`config.mk`:
```
export PLATFORM = sky130hd
export DESIGN_NAME = inv_sub_addkey
export DESIGN_NICKNAME = d
export VERILOG_FILES = /design/src/rtl/inv_sub_addkey.sv
export SDC_FILE = /design/constraint.sdc
export NUM_CORES = 2
export LEC_CHECK = 0
export CAP_MARGIN = 15
export CORE_UTILIZATION = 45
export CTS_CLUSTER_SIZE = 28
export DETAILED_ROUTE_END_ITERATION = 12
export HOLD_SLACK_MARGIN = 0.12
export PLACE_DENSITY_LB_ADDON = 0.05
export SLEW_MARGIN = 20
export SYNTH_ARGS = -nofsm -noshare
export SYNTH_HDL_FRONTEND = slang
export SYNTH_SLANG_ARGS = --single-unit
```
`constraint.sdc`:
```
create_clock -name clk -period 24.4 [get_ports clk]
set_input_delay 3.66 -clock clk [delete_from_list [all_inputs] [get_ports clk]]
set_output_delay 3.66 -clock clk [all_outputs]
set_load 0.01 [all_outputs]
```
`src/rtl/inv_sub_addkey.sv`:
```
// Decryption round front half: InvShiftRows, InvSubBytes and AddRoundKey on one
// 128-bit state, LANES bytes per clock, valid/ready on both sides.

module inv_sub_lane (
  input  logic [7:0] b,
  input  logic [7:0] k,
  output logic [7:0] y
);
  function automatic logic [7:0] gmul(input logic [7:0] a, input logic [7:0] m);
    logic [7:0] p, x;
    p = '0;
    x = a;
    for (int i = 0; i < 8; i++) begin
      if (m[i]) p = p ^ x;
      x = {x[6:0], 1'b0} ^ (x[7] ? 8'h1b : 8'h00);
    end
    return p;
  endfunction

  logic [7:0] a, x2, x3, x6, x12, x15, x30, x60, x120, x240, x252, x254;

  assign a    = {b[6:0], b[7]} ^ {b[4:0], b[7:5]} ^ {b[1:0], b[7:2]} ^ 8'h05;
  // a^254 == a^-1 in GF(2^8); zero stays zero without a special case
  assign x2   = gmul(a, a);
  assign x3   = gmul(x2, a);
  assign x6   = gmul(x3, x3);
  assign x12  = gmul(x6, x6);
  assign x15  = gmul(x12, x3);
  assign x30  = gmul(x15, x15);
  assign x60  = gmul(x30, x30);
  assign x120 = gmul(x60, x60);
  assign x240 = gmul(x120, x120);
  assign x252 = gmul(x240, x12);
  assign x254 = gmul(x252, x2);
  assign y    = x254 ^ k;
endmodule

module inv_sub_addkey #(
  parameter int LANES = 4
) (
  input  logic         clk,
  input  logic         rst,
  input  logic         in_valid,
  output logic         in_ready,
  input  logic [127:0] in_state,
  input  logic [127:0] in_key,
  input  logic         in_last,
  output logic         out_valid,
  input  logic         out_ready,
  output logic [127:0] out_state,
  output logic         out_last
);
  localparam int NCYC = 16 / LANES;
  localparam logic [1:0] CNT_LAST = 2'(NCYC - 1);

  typedef enum logic [1:0] {IDLE, SUB, HOLD} state_t;

  state_t                 state, state_nx;
  logic [1:0]             cnt;
  logic [15:0][7:0]       shifted, work, key, res, res_nx;
  logic                   last_q;
  logic [LANES-1:0][3:0]  lane_idx;
  logic [LANES-1:0][7:0]  lane_y;

  for (genvar r = 0; r < 4; r++) begin : g_row
    for (genvar c = 0; c < 4; c++) begin : g_col
      assign shifted[4*r+c] = in_state[8*(4*r + (c - r + 4) % 4) +: 8];
    end
  end

  for (genvar i = 0; i < LANES; i++) begin : g_lane
    if (LANES == 16) begin : g_full
      assign lane_idx[i] = 4'(i);
    end else begin : g_part
      assign lane_idx[i] = {cnt, 2'(i)};
    end
    inv_sub_lane u_lane (.b(work[lane_idx[i]]), .k(key[lane_idx[i]]), .y(lane_y[i]));
  end

  // byte j belongs to lane j%LANES during counter slot j/LANES
  for (genvar j = 0; j < 16; j++) begin : g_byte
    assign res_nx[j] = (LANES == 16 || cnt == 2'(j / 4)) ? lane_y[j % LANES] : res[j];
  end

  always_comb begin
    state_nx = state;
    case (state)
      IDLE:    if (in_valid) state_nx = SUB;
      SUB:     if (cnt == CNT_LAST) state_nx = HOLD;
      HOLD:    if (out_ready) state_nx = IDLE;
      default: state_nx = IDLE;
    endcase
  end

  always_ff @(posedge clk) begin
    if (rst) begin
      state  <= IDLE;
      cnt    <= '0;
      work   <= '0;
      key    <= '0;
      res    <= '0;
      last_q <= 1'b0;
    end else begin
      state <= state_nx;
      case (state)
        IDLE: if (in_valid) begin
          work   <= shifted;
          key    <= in_key;
          last_q <= in_last;
          cnt    <= '0;
        end
        SUB: begin
          res <= res_nx;
          cnt <= (cnt == CNT_LAST) ? 2'd0 : cnt + 2'd1;
        end
        default: ;
      endcase
    end
  end

  assign in_ready  = (state == IDLE) && !rst;
  assign out_valid = (state == HOLD);
  assign out_state = res;
  assign out_last  = last_q;
endmodule
```
==> flow_summary.json <==
{
  "cts_tree": "done",
  "wl_met3_um": 10050,
  "place.gp.congestion": 0.9346,
  "initial_utilization": 0.4556,
  "synthMuxAreaShare": 0.07132,
  "ys_async_sr_fraction": 0,
  "post-route-period-util": 0.9468,
  "end_kind": "flip-flop",
  "synth_area_um2": 57510,
  "yosysMostFrequentCell": "xnor2_1",
  "tightest_slew_ns": 1.152,
  "area_delta_synth_final_pct": 13.21,
  "finalSetupTns_ns": 0,
  "worst_r2r_path_depth": 70,
  "cts-hold-fix-buffers": 0,
  "clock-root-buffer": "clkbuf_16",
  "die_w_um": 359.5,
  "drt-total-wl_um": 185100,
  "postCtsSetupRepairBufs": 0,
  "yosysTopAreaCell": "xnor2_1",
  "cts_max_path_buffers": 3,
  "synth_ff_type": "dfxtp_1",
  "synth_xor_area_frac": 0.4078,
  "synth_edf_count": 0,
  "fin_nets": 7660,
  "outcome": "completed",
  "maxCapViolCount": 0,
  "synth_top_cells_by_count": "1,271 x xnor2_1, 1,042 x nand2_1, 799 x nor2_1",
  "routedWlPerCell_um": 20.44,
  "wl_met2_um": 85310,
  "track_usage": 0.2766,
  "slowest_stage": "mux4_2",
  "drtPass1Iterations": 6,
  "met1_length_um": 86310,
  "clk_pin_slew_worst_paths_ns": 0.07,
  "die_area_um2": 129200,
  "grt_pass1_wl_um": 287600,
  "drc": 0,
  "grt_overflow": 0,
  "vias": 51240,
  "io_pins": 392,
  "drv_slew": 0,
  "top_layer": "met5",
  "synth.avg_cell_area_um2": 8.026,
  "synth_top_area_frac": 0.1936,
  "timing.slew.headroom": 0.2264,
  "crit_cells": 70,
  "grt_max_degree": 106,
  "dp_hpwl_um": 137800,
  "synth_compound_area_frac": 0.1489,
  "synth-warning-count": 0,
  "vias_per_cell": 5.657,
  "port_buffers": 391,
  "cts.sinks": 389,
  "htreeDepth": 2,
  "crit_type": "reg2reg",
  "hold_viol_final": 0,
  "crit_arrival_ns": 23.63,
  "numCtsBuffers": 48,
  "cp_num_buf_inv": 11,
  "skew_ns": 0.03170,
  "cp_max_fo": 27,
  "final-setup-viol-count": 0,
  "ant_nets": 0,
  "grt_pass1_vias": 48040,
  "drt-initial-drc-count": 4076,
  "fmax_mhz": 43.29,
  "synth_fp_nets": 7459,
  "min-delay-path-class": "reg2reg",
  "drive_above_1_share": 0.09236,
  "clk_latency_ns": 0.65,
  "place_worst_setup_slack_ns": -0.1416,
  "rsz0062_at_grt": "no",
  "grt_antenna_before_repair": 5,
  "nFillCells": 12150,
  "rows": 130,
  "synth_seq_cells": 389,
  "yosysSeqAreaShare": 0.1354,
  "syn-instance-count": 7166,
  "yosys-top-cells-area": "xnor2_1 19%, dfxtp_1 14%, xnor3_1 10%",
  "worst_ep_required_time_ns": 24.93,
  "worstHoldPathCells": 2,
  "synthSimpleGateAreaFrac": 0.1825,
  "max_stage_delay_ns": 0.83,
  "synth_top_family_by_area": "XOR/XNOR gates",
  "yosys.area_share.adder": 0.008006,
  "layout_setup_ws_ns": 1.299,
  "path_common_cell": "xnor2_1",
  "synth_cell_type_count": 118,
  "die_h_um": 359.5,
  "critPathLaunchType": "flip-flop",
  "coreArea_um2": 126200,
  "cp_top_family": "XOR/XNOR gates",
  "post-route-min-period_ns": 23.10
}
[routing by layer]
metal / GRT usage / vias up
li1: - / 24860
met1: 0.3933 / 24760
met2: 0.4505 / 1433
met3: 0.02769 / 180
met4: 0.06042 / 4
met5: 0 / -
[cell usage in the layout, fill, tap and decap left out, types with 31 or more instances in the layout]
cell,n
a22oi_1,34
inv_1,110
a21oi_1,489
xnor2_2,97
a211oi_1,53
o21ai_0,199
xor3_1,39
and3_1,34
nor2b_1,55
ha_1,32
xor2_1,330
a22o_1,102
dfxtp_1,387
mux4_2,69
o22ai_1,73
nand2b_1,48
buf_4,226
xnor2_1,1251
mux2_2,38
xnor3_1,257
clkbuf_16,48
nand3_1,117
nor3_1,142
mux2i_1,205
nor2_1,794
xor2_2,31
o211ai_1,35
nand2_1,1042
a31oi_1,38
clkdlybuf4s50_1,390
and2_1,44
[metrics by stage]
stage                     instances  hold slack, ns  area [um2]  utilization
final                          9058          0.4500       65110       0.5158
after detailed placement       8967          0.4444       63260       0.5012
after CTS                      9056          0.4525       64970       0.5147
after global routing           9058          0.4697       65110       0.5158
after global placement         8966          0.4377       63220       0.5009
after floorplan                7166          0.4331       57510            -
[tightest hold or removal path: stages, from the launching register on]
cell	delay, ns
dfxtp_1	0.31
nand2_1	0.05
a21oi_1	0.05
[registers in the layout, summed over array words and instances (netlist names)]
register and cells:
out_state 128, state 2, key 128, out_last 1
cnt 2, work 128
[path summary, 6_finish.rpt]
path                                             from                    endpoint  slack, ns
worst max-delay path              cnt[0]$_SDFFE_PP0P_  out_state[87]$_SDFFE_PP0P_       1.30
worst min-delay path            work[94]$_SDFFE_PP0P_       work[94]$_SDFFE_PP0P_       0.45
worst max register to register    cnt[0]$_SDFFE_PP0P_  out_state[87]$_SDFFE_PP0P_       1.30
worst min register to register  work[94]$_SDFFE_PP0P_       work[94]$_SDFFE_PP0P_       0.45
[layout make-up]
| type | instances | area, um2 | area share |
|---|---|---|---|
| Clock inverter | 30 | 384.1 | 0.005900 |
| Sequential cell | 389 | 7795 | 0.1197 |
| Multi-Input combinational cell | 6169 | 47370 | 0.7276 |
| Timing Repair Buffer | 618 | 5643 | 0.08667 |
| Tap cell | 1650 | 2064 | 0.03171 |
| Antenna cell | 2 | 5.005 | 0.00007687 |
| Clock buffer | 59 | 1313 | 0.02016 |
| Inverter | 141 | 529.3 | 0.008129 |
[timing repair]
| item | in CTS | in global routing |
|---|---|---|
| pin swaps | 0 | 0 |
| gates cloned | 0 | 0 |
| setup endpoints to repair | 31 | 63 |
| resized for setup | 1 | 17 |
[kinds of logic (layout without fill, tap and decap cells)]
group | Yosys count | after routing
flip-flops | 389 | 389
AND/OR/NAND/NOR | 2444 | 2444
multiplexers | 317 | 317
AO/OA/AOI/OAI | 1324 | 1324
XOR/XNOR | 2046 | 2046
other | 0 | 2
buffers and inverters | 608 | 848
adder cells (fa/ha/maj) | 38 | 38
Power is left out: the tool's default activity adds up to more than one toggle a clock period on the data nets, which glitch-free logic cannot reach.
